File: src/rtl/seq101_pkg.sv
// Shared types and the single-step "101" overlapping Mealy detector transition
// used by the round-robin scheduler.
package seq101_pkg;

  typedef enum logic [1:0] {
    S   = 2'd0,
    S1  = 2'd1,
    S10 = 2'd2
  } seq_state_t;

  typedef struct packed {
    logic       hit;
    seq_state_t next;
  } seq_step_t;

  // Encoding 2'b11 behaves like S: it can never raise a hit.
  function automatic seq_step_t seq_next(input seq_state_t cur, input logic x);
    seq_step_t r;
    r.hit  = 1'b0;
    r.next = x ? S1 : S;
    case (cur)
      S1:      r.next = x ? S1 : S10;
      S10: begin
        r.hit  = x;
        r.next = x ? S1 : S;
      end
      default: r.next = x ? S1 : S;
    endcase
    return r;
  endfunction

endpackage

File: src/rtl/seq101_rr_scheduler_rr_arbiter.sv
// Combinational round-robin arbiter: searches upward from ptr+1 with
// wrap-around and grants the first requester.
module rr_arbiter #(
  parameter  int N = 4,
  localparam int W = $clog2(N)
) (
  input  logic [N-1:0] req,
  input  logic [W-1:0] ptr,
  output logic [N-1:0] gnt,
  output logic [W-1:0] gnt_idx,
  output logic         gnt_any
);

  logic [W-1:0] idx;

  always_comb begin
    gnt     = '0;
    gnt_idx = '0;
    gnt_any = 1'b0;
    idx     = '0;
    for (int k = 1; k <= N; k++) begin
      idx = W'((int'(ptr) + k) % N);
      if (!gnt_any && req[idx]) begin
        gnt_any      = 1'b1;
        gnt[idx]     = 1'b1;
        gnt_idx      = idx;
      end
    end
  end

endmodule

File: src/rtl/seq101_rr_scheduler.sv
// One shared "101" detector time-multiplexed over N_CH serial streams; each
// channel keeps its own context, a round-robin arbiter picks one bit per cycle.
module seq101_rr_scheduler
  import seq101_pkg::*;
#(
  parameter  int N_CH = 4,
  localparam int CW   = $clog2(N_CH)
) (
  input  logic            clk,
  input  logic            aresetn,
  input  logic            en,
  input  logic [N_CH-1:0] in_valid,
  input  logic [N_CH-1:0] in_bit,
  output logic [N_CH-1:0] in_ready,
  input  logic [N_CH-1:0] chan_clr,
  output logic            hit_valid,
  output logic [CW-1:0]   hit_chan,
  output logic            busy_any
);

  seq_state_t      ctx     [N_CH];
  seq_state_t      ctx_nxt [N_CH];
  logic [N_CH-1:0] elig;
  logic [N_CH-1:0] gnt;
  logic [N_CH-1:0] busy_vec;
  logic [CW-1:0]   ptr;
  logic [CW-1:0]   gnt_idx;
  logic            gnt_any;
  seq_step_t       step;

  // A clearing channel is withheld so its source keeps the bit for later.
  assign elig = in_valid & ~chan_clr & {N_CH{en}};

  rr_arbiter #(.N(N_CH)) u_arb (
    .req     (elig),
    .ptr     (ptr),
    .gnt     (gnt),
    .gnt_idx (gnt_idx),
    .gnt_any (gnt_any)
  );

  assign in_ready = gnt & {N_CH{aresetn}};
  assign step     = seq_next(ctx[gnt_idx], in_bit[gnt_idx]);

  for (genvar i = 0; i < N_CH; i++) begin : g_ch
    assign ctx_nxt[i]  = chan_clr[i] ? S : (gnt[i] ? step.next : ctx[i]);
    assign busy_vec[i] = (ctx_nxt[i] != S);

    always_ff @(posedge clk or negedge aresetn) begin
      if (!aresetn) ctx[i] <= S;
      else          ctx[i] <= ctx_nxt[i];
    end
  end

  // Pointer resets to the last channel so channel 0 wins the first search.
  always_ff @(posedge clk or negedge aresetn) begin
    if (!aresetn) begin
      ptr       <= CW'(N_CH - 1);
      hit_valid <= 1'b0;
      hit_chan  <= '0;
      busy_any  <= 1'b0;
    end else begin
      if (gnt_any) ptr <= gnt_idx;
      hit_valid <= gnt_any & step.hit;
      if (gnt_any & step.hit) hit_chan <= gnt_idx;
      busy_any  <= |busy_vec;
    end
  end

endmodule

File: config.mk
export PLATFORM = sky130hd
export DESIGN_NAME = seq101_rr_scheduler
export DESIGN_NICKNAME = d
export VERILOG_FILES = /design/src/rtl/seq101_pkg.sv /design/src/rtl/seq101_rr_scheduler_rr_arbiter.sv /design/src/rtl/seq101_rr_scheduler.sv
export SDC_FILE = /design/constraint.sdc
export NUM_CORES = 1
export LEC_CHECK = 0
export ABC_AREA = 1
export BUFFER_PORTS_ARGS = -buffer_cell sky130_fd_sc_hd__buf_2
export CAP_MARGIN = 20
export CORE_UTILIZATION = 45
export DETAILED_ROUTE_END_ITERATION = 6
export GPL_TIMING_DRIVEN = 0
export PLACE_DENSITY = 0.66
export SYNTH_ARGS = -nofsm -noshare
export SYNTH_HDL_FRONTEND = slang
export SYNTH_SLANG_ARGS = --single-unit
File: constraint.sdc
create_clock -name clk -period 3.6 [get_ports clk]
set_clock_uncertainty 0.2 [all_clocks]
set_input_delay 0.18 -clock clk [delete_from_list [all_inputs] [get_ports clk]]
set_output_delay 0.18 -clock clk [all_outputs]
set_load 0.02 [all_outputs]
-- Word-level counts from Yosys, hierarchy flattened
Cells that the tools add are included.
- output and inout bits: 8
- bits of input ports: 15
- bits in latches: 0
- logic and storage cells: 93
- bits in read-only memories: 0
- register bits: 14
- memory bits (writable): 0
- memories: 0
- multiplexer cells: 45
- divide/modulo/power cells: 0
- shift operators: 0
- multipliers: 0
- add/sub/neg operators: 4
- $lt $le $gt $ge: 10
- bitwise logic cells: 9
- eq/ne operators: 2
- reduce and logical (&&, ||, !) cells: 15
- operator list (cell ; count):
    $mux 2 ; 16
    $mux 4 ; 4
    $lt 2x3->1 const B ; 5
    $mux 1 ; 15
    $and 4x4->4 ; 3
    $or 4x4->4 ; 3
    $bmux 1 s2 ; 5
    $demux 1 s2 ; 4
    $ge 2x1->1 const B ; 4
    $reduce_bool 2->1 ; 4
    $logic_and 1x1->1 ; 7
    $add 2x1->2 const B ; 2
    $add 2x2->2 const B ; 2
    $bmux 2 s2 ; 1
    $not 4->4 ; 1
    $reduce_or 4->1 ; 1
    $ge 3x3->1 const B ; 1
    $logic_not 1->1 ; 3
    $not 2->3 ; 1
    $eq 2x1->1 const B ; 1
    $eq 2x2->1 const B ; 1
    $and 1x1->1 ; 1

-- Longest topological paths before layout
Gate-level depths: netlist of the first run.
- depth in word-level cells: 25
- mapped depth: 22
- gate-level depth less buffers: 21

-- Modules after synthesis
Synthesis of the first run repeated with hierarchy kept, for this count alone.
- cells, all modules: 199
- area total of the unflattened synthesis: 1320.0 µm²
- modules (own cells, without submodules) (module ; area an instance (µm²) ; seq. area each (µm²) ; cells each ; times used):
    seq101_rr_scheduler ; 784.5 ; 352.8 ; 118 ; 1
    rr_arbiter ; 535.5 ; 0.0 ; 81 ; 1

-- Worst setup path before layout of the first run
Ideal clock, no wire load.
- path kind: register -> register
- from: register ptr[0]
- to: register busy_any
- library setup time: 0.119 ns
- cell stages (with the launch flop): 22
- path slack: 0.774 ns
- data arrival time: 2.508 ns
- period minus slack after synthesis: 2.826 ns
- path through: dfstp_2 > buf_6 > inv_2 > buf_6 > ha_1 > inv_1 > nand3_2 > nand2_2 > buf_6 > nand4_4 > nand2_4 > nand2_4 > nand2_1 > nand3_2 > nand2_4 > nand2_1 > nand2_1 > nand2_1 > clkinv_1 > nand2_1 > nor2_2 > nand2_1
- word-level cells in the longest chain between the ends: 23
- RTL lines (element ; line ; source):
    start, declared ; seq101_rr_scheduler.sv:26 ; logic [CW-1:0] ptr;
    start signal, assigned ; seq101_rr_scheduler.sv:58 ; ptr <= CW'(N_CH - 1);
    start signal, assigned ; seq101_rr_scheduler.sv:63 ; if (gnt_any) ptr <= gnt_idx;
    $add 2x1->2 ; seq101_rr_scheduler_rr_arbiter.sv:22 ; idx = W'((int'(ptr) + k) % N);
    $bmux 1 s2 ; seq101_rr_scheduler_rr_arbiter.sv:23 ; if (!gnt_any && req[idx]) begin
    $mux 1 (not written as such) ; seq101_rr_scheduler_rr_arbiter.sv:23 ;
    $mux 1 ; seq101_rr_scheduler_rr_arbiter.sv:23 ;
    $logic_not 1->1 ; seq101_rr_scheduler_rr_arbiter.sv:23 ;
    $logic_and 1x1->1 ; seq101_rr_scheduler_rr_arbiter.sv:23 ;
    $mux 1 ; seq101_rr_scheduler_rr_arbiter.sv:23 ;
    $logic_not 1->1 ; seq101_rr_scheduler_rr_arbiter.sv:23 ;
    (+5 left out) ; n/a ;
    $not 2->3 (not written as such) ; seq101_rr_scheduler.sv:43 ; assign step = seq_next(ctx[gnt_idx], in_bit[gnt_idx]);
    $bmux 2 s2 ; seq101_rr_scheduler.sv:43 ;
    $mux 2 (not written as such) (2 in a row) ; seq101_rr_scheduler.sv:43 ;
    $eq 2x1->1 ; seq101_pkg.sv:21 ; case (cur)
    $mux 2 ; n/a ;
    $mux 2 (2 in a row) ; seq101_rr_scheduler.sv:46 ; assign ctx_nxt[i] = chan_clr[i] ? S : (gnt[i] ? step.next : ctx[i]);
    $reduce_bool 2->1 ; seq101_rr_scheduler.sv:47 ; assign busy_vec[i] = (ctx_nxt[i] != S);
    $reduce_or 4->1 (*) ; seq101_rr_scheduler.sv:66 ; busy_any <= |busy_vec;
    end signal, assigned ; seq101_rr_scheduler.sv:66 ;
    end, declared ; seq101_rr_scheduler.sv:18 ; output logic busy_any
Mark *: on every way between the ends. The rest lies on a longest branch, timed or not. The select of a mux whose other input is x is not followed.
A chain may end at the register's enable or synchronous reset.

-- Worst setup path in the final report of the first run
- from: register ptr[0]
- to: output port in_ready[3]
- word-level cells in the longest chain between the ends: 14
- RTL lines (element ; line ; source):
    branches (longest 12 deep; another with $lt 2x3->1) ; n/a ;
    $mux 4 (*) ; seq101_rr_scheduler_rr_arbiter.sv:23 ;
    $and 4x4->4 (*) ; seq101_rr_scheduler.sv:42 ; assign in_ready = gnt & {N_CH{aresetn}};
    end, declared ; seq101_rr_scheduler.sv:14 ; output logic [N_CH-1:0] in_ready,
Mark *: on every way between the ends. The select of a mux whose other input is x is not followed.

==> impl_metrics.csv, run 1 <==
group,metric,value,unit
synthesis,synth_top_area_share,21.0,%
final_layout,fill_cells,318,
critical_path,cp-start-kind,"register",
critical_path,critical_path.cell_chain,"buf_6, inv_2, buf_6, ha_1, inv_1, nand3_2, nand2_2, buf_6, nand2_1, o21ai_1, a21oi_1, o21ai_1, inv_1, nor2_1, buf_2",
critical_path,required,3.22,ns
synthesis,yosysUniqueCellTypes,24,
sta,worst_slew_pin_slew,0.400,ns
critical_path,critical_path_arrival,2.90,ns
flow_run,cap_violations,0,
sta,slew_headroom,73.2,%
grt,grt_use_total,20.3,%
floorplanning,initial_utilization,47.3,%
sta,finalCritPeriodShare,91.1,%
detailed_routing,vias,1350,
clock_tree,cts_root_buf,"clkbuf_4",
final_layout,drive_above_1_share,24.3,%
final_layout,final_nets,267,
synthesis,yosysTopAreaCell,"dfrtp_1",
synthesis,syn_avg_cell_area,6.63,um2
critical_path,critPathMaxStageDelay,0.60,ns
critical_path,cp_max_fo,13,
floorplanning,die-area,0.00341,mm2
floorplanning,fp.dieW,58.4,um
clock_tree,cts_buffers,3,
sta,rsz0062_at_grt,"false",
synthesis,synthArstFlopShare,100,%
sta,clock.fmax,0.305,GHz
placed_design,io_buffers,22,
grt,grt_pass1_wl,5370,um
clock_tree,cts_tree,"built",
sta,slew_viol_final,0,
critical_path,end_kind,"output port",
detailed_routing,wl,3070,um
synthesis,yosys_warnings,0,
sta,hold_viol,0,
synthesis,synth_area,0.00143,mm2
synthesis,ys_ff_latch,14,
floorplanning,core,0.00303,mm2
synthesis,synthMuxAreaShare,0,%
synthesis,synth_cells,216,
detailed_routing,drt_pass1_iterations,4,
final_layout,n_antenna_cell,0,
sta,finalSetupViolCount,0,
synthesis,syn_nets,239,
floorplanning,io_pins,23,
synthesis,synth-simple-area-share,44.3,%
synthesis,synth-edff-count,0,
synthesis,synth_adder_area_share,6.99,%
synthesis,synthTopCellsByCount,"65 x nand2_1, 33 x inv_1, 22 x nand3_1, 12 x dfrtp_1, 10 x o21ai_0",
critical_path,crit_family,"buffers and inverters",
sta,setup_tns,0,ns
clock_tree,cts.clk_slew.worst_paths,0.09,ns
grt,grt_pass1_vias,1237,
detailed_routing,wire_per_inst,10.7,um
critical_path,critical_path_class,"register to output port",
floorplanning,num_rows,20,
clock_tree,clk-insertion-delay-late,0.28,ns
final_layout,synthToLayoutAreaGrowth,14.8,%
critical_path,crit_slowest_cell,"dfstp_2",
synthesis,synth_top_family_by_area,"simple AND/OR/NAND/NOR gates",
outcome,status,"finished, final reports clean",
grt,grt_antenna_before_repair,0,
hold_path,hold_path.class,"primary input to register",
synthesis,yosysSeqAreaShare,24.7,%
synthesis,yosysMostFrequentCell,"nand2_1",
placed_design,gp_congestion,0.853,
clock_tree,clock_path_buffers,2,
synthesis,synth_xor_area_share,0,%
detailed_routing,vias_per_cell,4.70,
clock_tree,cts_max_level,1,
grt,grt_max_degree,16,
synthesis,synth_area_leaders,"dfrtp_1 21%, nand2_1 17%, inv_1 8.7%, nand3_1 7.7%, ha_1 7.0%",
detailed_routing,drtIter0Drc,82,
detailed_routing,drc,0,
synthesis,synth_compound_area_share,10.1,%
detailed_routing,ant_nets,0,
clock_tree,cts.sinks,14,
placed_design,dp.final_hpwl,2430,um
grt,grt_overflow,0,
floorplanning,dieHeight,58.4,um
clock_tree,postCtsSetupRepairBufs,0,
sta,layout_min_cycle_time,3.28,ns
critical_path,critPathMostFrequentCell,"buf_6",
synthesis,synthFlopType,"dfrtp_1",
critical_path,crit_buf_inv,7,
==> area by class of cell <==
class,instances,area (um2),area share [%]
plain buffers,4,45.0,2.74
clock buffers,4,36.3,2.21
inverters,41,155,9.44
multi-input cells,157,878,53.5
flip-flops and latches,14,353,21.5
well taps,44,55.1,3.35
repair buffers,23,120,7.31
==> metal layers <==
metal	routed length [um]	track usage, %
met5	0	0
met4	13	3.74
met3	124	4.18
met2	1350	32.0
met1	1590	29.1
==> worst register-to-register path, cell delays in order, from the launching register on <==
cell and delay, ns:
dfstp_2 0.60, buf_6 0.16, inv_2 0.05, buf_6 0.14, ha_1 0.35, inv_1 0.16
nand3_2 0.10, nand2_2 0.08, buf_6 0.15, nand4_4 0.13, nand2_4 0.14, nand2_4 0.09
nand2_1 0.07, nand2_1 0.05, nand2_1 0.07, nand2_1 0.07, nand3_2 0.11, nand2_1 0.06
nand2_1 0.08, nand2_1 0.06, nor2_1 0.09, nand2_1 0.06
==> through the flow <==
| step | hold slack (ns) | setup slack, ns | instances | util [%] | area (um2) |
|---|---|---|---|---|---|
| final | 0.0961 | 0.321 | 287 | 54.3 | 1640 |
| after floorplan | -0.316 | 0.774 | 216 | - | 1430 |
| after detailed placement | -0.0966 | 0.457 | 282 | 52.7 | 1600 |
| after global routing | 0.137 | 0.0304 | 287 | 54.3 | 1640 |
| after global placement | -0.103 | 0.446 | 282 | 52.7 | 1600 |
| after CTS | 0.0938 | 0.298 | 287 | 54.3 | 1640 |
==> registers in the layout (all words and copies together), names as in the netlist <==
signal     flops
ctx            8
hit_valid      1
ptr            2
busy_any       1
hit_chan       2
==> final timing paths <==
kind                                  start           to  slack (ns)  depth (start not counted)
min in group asynchronous           aresetn    hit_valid        0.13                          2
worst min register to register  hit_chan[0]  hit_chan[0]        0.29                          2
worst max register to register       ptr[0]     busy_any        0.43                         21
worst min-delay path            chan_clr[0]       ctx[7]         0.1                          6
max in group asynchronous           aresetn       ptr[1]        2.78                          2
worst max-delay path                 ptr[0]  in_ready[3]        0.32                         15
==> what timing repair did <==
| action | CTS | global route |
|---|---|---|
| gates resized for setup | 0 | 0 |
| hold endpoints to repair | 14 | 0 |
| hold buffers | 1 | 0 |
| endpoints found under the setup margin | 0 | 0 |
==> cells in the final DEF, fill, tap and decap left out <==
cell and count:
clkbuf_4 3, dfstp_2 2, nand2_1 65, o22ai_1 2, nand4_1 3, nand2_2 7, nor2_1 9, clkinv_2 1
o21ai_0 10, inv_2 5, clkbuf_8 1, o21ai_1 5, dfrtp_1 12, nand3_2 6, dlygate4sd3_1 1, a21oi_1 8
nand3_1 22, buf_6 4, or4_1 1, ha_1 8, inv_1 33, nand2_4 4, nor2_2 1, nand4_4 2
clkinv_1 2, buf_2 22, nand3b_1 3, a21oi_4 1
==> cells by family after synthesis <==
kind of cell | count (synthesis)
adder cells (fa/ha/maj) | 8
flip-flops | 14
AND/OR/NAND/NOR | 123
buffers and inverters | 45
AO/OA/AOI/OAI | 26
Power of run 1 is not shown: default switching activity piles up to over one toggle a cycle in this logic, so the estimate is an artifact.
==> inputs of run 2 (changes only) <==
--- a/config.mk
+++ b/config.mk
@@ -9,9 +9,10 @@
 export BUFFER_PORTS_ARGS = -buffer_cell sky130_fd_sc_hd__buf_2
 export CAP_MARGIN = 20
 export CORE_UTILIZATION = 45
+export CTS_BUF_LIST = sky130_fd_sc_hd__clkbuf_8
 export DETAILED_ROUTE_END_ITERATION = 6
 export GPL_TIMING_DRIVEN = 0
-export PLACE_DENSITY = 0.66
+export PLACE_DENSITY = 0.68
 export SYNTH_ARGS = -nofsm -noshare
 export SYNTH_HDL_FRONTEND = slang
 export SYNTH_SLANG_ARGS = --single-unit
==> constraint.sdc (replaced) <==
create_clock -name clk -period 3 [get_ports clk]
set_clock_uncertainty 0.2 [all_clocks]
set_input_delay 0.15 -clock clk [delete_from_list [all_inputs] [get_ports clk]]
set_output_delay 0.15 -clock clk [all_outputs]
set_load 0.02 [all_outputs]
==> run 2 against run 1 <==
Compared with the run above:
- register-to-register slack got worse by 0.29 ns
- die area did not move
- cell count rose by 4.5%
- worst setup slack got worse by 0.18 ns
- sequential share of layout area fell by 2.8 points
- utilization rose by 8.1 points
==> impl_metrics.csv, run 2 (synthesized netlist as in run 1, its figures left out) <==
group,metric,value,unit
critical_path,r2r_slack,0.14,ns
sta,layout_min_cycle_time,2.86,ns
floorplanning,num_rows,20,
clock_tree,clock_path_buffers,2,
sta,hold_viol,0,
final_layout,synthToLayoutAreaGrowth,31.8,%
clock_tree,clk-insertion-delay-late,0.25,ns
sta,worst_slew_pin_slew,0.339,ns
detailed_routing,dr_wl_met3,104,um
final_layout,final_nets,280,
clock_tree,cts_buffers,3,
clock_tree,cts.sinks,14,
floorplanning,die-area,0.00341,mm2
final_layout,drive_above_1_share,34.8,%
grt,grt_overflow,0,
critical_path,required,2.94,ns
detailed_routing,vias,1438,
detailed_routing,met1_length,1640,um
critical_path,critical_path.cell_chain,"clkinvlp_4, ha_4, inv_4, nand3_4, nand2_4, buf_8, nand4_4, nand2_4, nand2_8, nand2_2, nand2_2, nand2_2, nand2_4, nand3_4, nand2_2, nand2_2, nand2_2, nor2_2, nand2_1",
floorplanning,fp.dieW,58.4,um
critical_path,critical_path_class,"register to register",
critical_path,end_kind,"register",
sta,finalSetupViolCount,0,
clock_tree,cts_tree,"built",
critical_path,critical_path_arrival,2.80,ns
final_layout,largestRegisters,"ctx (8), hit_chan (2), ptr (2)",
sta,rsz0062_at_grt,"true",
grt,grt_pass1_wl,5750,um
clock_tree,cts.clk_slew.worst_paths,0.06,ns
sta,clock.fmax,0.349,GHz
final_layout,layout_common_cells,"54 x nand2_1, 31 x inv_1, 22 x buf_2",
placed_design,gp_congestion,0.869,
grt,grt_pass1_vias,1310,
outcome,status,"finished, final reports clean",
sta,slew_headroom,77.4,%
detailed_routing,wl,3470,um
detailed_routing,drt_pass1_iterations,4,
floorplanning,io_pins,23,
sta,slew_viol_final,0,
critical_path,cp_max_fo,8,
detailed_routing,drtIter0Drc,50,
detailed_routing,wire_per_inst,11.6,um
critical_path,crit_slowest_cell,"dfstp_2",
clock_tree,cts_max_level,1,
detailed_routing,ant_nets,0,
placed_design,dp.final_hpwl,2480,um
final_layout,largest_reg_flops,8,
critical_path,critPathMostFrequentCell,"nand2_2",
detailed_routing,vias_per_cell,4.79,
grt,grt_max_degree,16,
grt,grt_use_total,22.0,%
final_layout,multi_input_area,966,um2
placed_design,io_buffers,22,
sta,finalCritPeriodShare,95.5,%
critical_path,cp-start-kind,"register",
floorplanning,core,0.00303,mm2
final_layout,fill_cells,279,
critical_path,critPathMaxStageDelay,0.61,ns
detailed_routing,dr_wl_met2,1690,um
clock_tree,cts_root_buf,"clkbuf_8",
final_layout,n_antenna_cell,0,
final_layout,final-seq-area,353,um2
floorplanning,dieHeight,58.4,um
final_layout,layout_commonest_cell,"nand2_1",
flow_run,cap_violations,0,
hold_path,hold_path.class,"primary input to register",
detailed_routing,drc,0,
floorplanning,initial_utilization,47.3,%
sta,setup_tns,0,ns
grt,grt_antenna_before_repair,0,
final_layout,top_register,"ctx",
detailed_routing,routed.top_layer,"met4",
[run 2: cell count changes in the layout (fill, tap and decap cells not counted), moves of 2 or more]
| cell | previous run | this run |
|---|---|---|
| clkbuf_4 | 3 | 0 |
| nand3_2 | 6 | 4 |
| buf_4 | 0 | 11 |
| inv_1 | 33 | 31 |
| nand2_1 | 65 | 54 |
| nand3_4 | 0 | 3 |
| nand2_2 | 7 | 17 |
| clkbuf_8 | 1 | 4 |
[run 2: worst max-delay path, delay by kind of cell (launching register included)]
kind,cells,cell delay [ns]
flip-flops,1,0.61
buffers and inverters,3,0.37
AND/OR/NAND/NOR,15,1.28
adder cells (fa/ha/maj),1,0.29
[run 2: area by class of cell]
cell class / count / share of cell area, %
sequential: 14 / 18.7
inverter: 41 / 8.55
buffer: 4 / 3.05
tap: 44 / 2.92
clock buffer: 4 / 2.92
timing repair buffer: 36 / 12.7
multi-input combinational: 157 / 51.2
[run 2: stage by stage]
step                      utilization, %  cells  setup WS (ns)  hold slack (ns)  area (um2)
final                               62.3    300          0.136            0.113        1890
after global routing                62.3    300        -0.0489            0.153        1890
after CTS                           55.7    288        0.00342            0.104        1690
after detailed placement            52.7    282         -0.152           -0.129        1600
after global placement              52.7    282         -0.148           -0.132        1600
after floorplan                        -    216          0.174           -0.346        1430
[run 2: what timing repair did]
| item | in CTS | in global routing |
|---|---|---|
| hold buffers | 1 | 0 |
| buffers inserted | 1 | 11 |
| endpoints found under the setup margin | 7 | 8 |
| gates resized for setup | 3 | 24 |
| pin swaps | 0 | 10 |
| gates cloned | 0 | 1 |
| endpoints found under the hold margin | 14 | 0 |
[run 2: final timing paths]
| path | startpoint | endpoint | depth (start not counted) |
|---|---|---|---|
| min in group asynchronous | aresetn | hit_valid | 2 |
| worst max-delay path | ptr[1] | busy_any | 19 |
| worst min-delay path | chan_clr[1] | ctx[4] | 6 |
| worst max register to register | ptr[1] | busy_any | 19 |
| worst min register to register | hit_chan[0] | hit_chan[0] | 2 |
| max in group asynchronous | aresetn | ptr[0] | 2 |
[run 2: routing by layer]
layer / GRT usage, % / vias up
met1: 29.8 / 649
li1: - / 760
met3: 3.96 / 4
met2: 36.6 / 25
met5: 0 / -
met4: 5.10 / 0
Power of run 2 is left out for the same reason.
==> inputs of run 3 (changes only) <==
--- a/config.mk
+++ b/config.mk
@@ -10,9 +10,11 @@
 export CAP_MARGIN = 20
 export CORE_UTILIZATION = 45
 export CTS_BUF_LIST = sky130_fd_sc_hd__clkbuf_8
+export CTS_CLUSTER_DIAMETER = 60
 export DETAILED_ROUTE_END_ITERATION = 6
 export GPL_TIMING_DRIVEN = 0
 export PLACE_DENSITY = 0.68
+export RECOVER_POWER = 100
 export SYNTH_ARGS = -nofsm -noshare
 export SYNTH_HDL_FRONTEND = slang
 export SYNTH_SLANG_ARGS = --single-unit
==> run 3 against run 2 <==
Compared with the run above:
- critical path depth unchanged
- routed wire length increased by 0.49%
- worst setup slack got worse by 0.0040 ns
- cell count unchanged
- sequential share of layout area increased by 0.062 points
- critical path type unchanged
- highest routed layer unchanged
==> impl_metrics.csv, run 3 (synthesized netlist as in run 1, its figures left out) <==
group,metric,value,unit
clock_tree,clock_path_buffers,2,
floorplanning,initial_utilization,47.3,%
final_layout,largest_reg_flops,8,
sta,rsz0062_at_grt,"true",
sta,finalSetupViolCount,0,
detailed_routing,ant_nets,0,
detailed_routing,vias,1440,
final_layout,top_register,"ctx",
final_layout,layout_commonest_cell,"nand2_1",
final_layout,fin_cells,300,
sta,slew_viol_final,0,
grt,grt_max_degree,16,
sta,layout_min_cycle_time,2.87,ns
detailed_routing,wl,3490,um
placed_design,placedCellCount,282,
sta,setup_tns,0,ns
sta,finalCritPeriodShare,95.6,%
clock_tree,cts_max_level,1,
detailed_routing,drc,0,
grt,grt_pass1_vias,1310,
floorplanning,core,0.00303,mm2
outcome,status,"finished, final reports clean",
clock_tree,cts.sinks,14,
placed_design,io_buffers,22,
floorplanning,dieHeight,58.4,um
final_layout,synthToLayoutAreaGrowth,31.4,%
final_layout,final_nets,280,
floorplanning,die-area,0.00341,mm2
clock_tree,cts_root_buf,"clkbuf_8",
grt,grt_use_total,22.0,%
critical_path,timing.rr.start,"ptr[1]",
flow_run,cap_violations,0,
hold_path,hp-start,"chan_clr[1]",
final_layout,layout_common_cells,"54 x nand2_1, 31 x inv_1, 21 x nand3_1",
final_layout,final_util,62.1,%
clock_tree,cts.clk_slew.worst_paths,0.06,ns
critical_path,cp-start-kind,"register",
critical_path,crit_start,"ptr[1]",
critical_path,required,2.94,ns
detailed_routing,vias_per_cell,4.80,
grt,grt_overflow,0,
critical_path,critical_path_arrival,2.81,ns
detailed_routing,drt_pass1_iterations,4,
clock_tree,cts_tree,"built",
critical_path,critical_path_class,"register to register",
final_layout,drive_above_1_share,32.8,%
sta,slew_headroom,45.2,%
grt,grt_antenna_before_repair,0,
final_layout,n_antenna_cell,0,
final_layout,largestRegisters,"ctx (8), hit_chan (2), ptr (2)",
sta,worst_slew_pin_slew,0.823,ns
critical_path,cp_max_fo,8,
placed_design,gp_congestion,0.869,
critical_path,end_kind,"register",
sta,hold_viol,0,
clock_tree,clk-insertion-delay-late,0.25,ns
detailed_routing,wire_per_inst,11.6,um
floorplanning,io_pins,23,
hold_path,hold_path.class,"primary input to register",
floorplanning,fp.dieW,58.4,um
sta,clock.fmax,0.349,GHz
detailed_routing,drtIter0Drc,50,
grt,grt_pass1_wl,5750,um
critical_path,r2r_slack,0.13,ns
placed_design,dp.final_hpwl,2480,um
floorplanning,num_rows,20,
clock_tree,cts_buffers,3,
run 3: cell types whose count changed in the layout (fill, tap and decap cells not counted), sizes merged:
cell and delta:
buf -5, clkbuf +5
run 3: metal layers:
metal  wire length [um]  track usage [%]  share of wire, %
met1               1620             29.8                46
met2               1710             36.6                49
met3                141             3.96               4.0
met4                 14             5.10              0.40
met5                  0                0                 0
run 3: per-stage QoR:
step	instance area (um2)	worst slack, ns	hold WS (ns)
2_1_floorplan	1430	0.174	-0.346
3_3_place_gp	1600	-0.148	-0.132
3_5_place_dp	1600	-0.152	-0.129
4_1_cts	1690	0.00342	0.104
5_1_grt	1880	-0.0489	0.153
6_report	1880	0.132	0.112
run 3: area by class of cell:
| class | count | area, um2 |
|---|---|---|
| Clock buffer | 4 | 55.1 |
| Sequential cell | 14 | 353 |
| Multi-Input combinational cell | 157 | 966 |
| Inverter | 41 | 161 |
| Buffer | 4 | 57.6 |
| Tap cell | 44 | 55.1 |
| Fill cell | 282 | 1150 |
| Timing Repair Buffer | 36 | 233 |
run 3: path summary, 6_finish.rpt:
check | endpoint | cells past startpoint
min in group asynchronous | hit_chan[0] | 2
min | ctx[4] | 6
max reg2reg | busy_any | 19
max | busy_any | 19
max in group asynchronous | busy_any | 2
min reg2reg | hit_chan[0] | 2
run 3: timing repair:
item	CTS	global route
hold buffers	1	0
endpoints found under the setup margin	7	8
cloned	0	1
pin swaps	0	10
setup buffers	1	11
gates resized for setup	3	24
endpoints found under the hold margin	14	0
run 3: worst max-delay path, cell delays in order (launching register included):
cell	delay [ns]
dfstp_2	0.61
clkinvlp_4	0.17
ha_4	0.29
inv_4	0.08
nand3_4	0.08
nand2_4	0.10
buf_8	0.12
nand4_4	0.12
nand2_4	0.17
nand2_8	0.08
nand2_2	0.07
nand2_2	0.04
nand2_2	0.08
nand2_4	0.09
nand3_4	0.11
nand2_2	0.06
nand2_2	0.09
nand2_2	0.06
nor2_2	0.10
nand2_1	0.05
Power of run 3 is left out for the same reason.
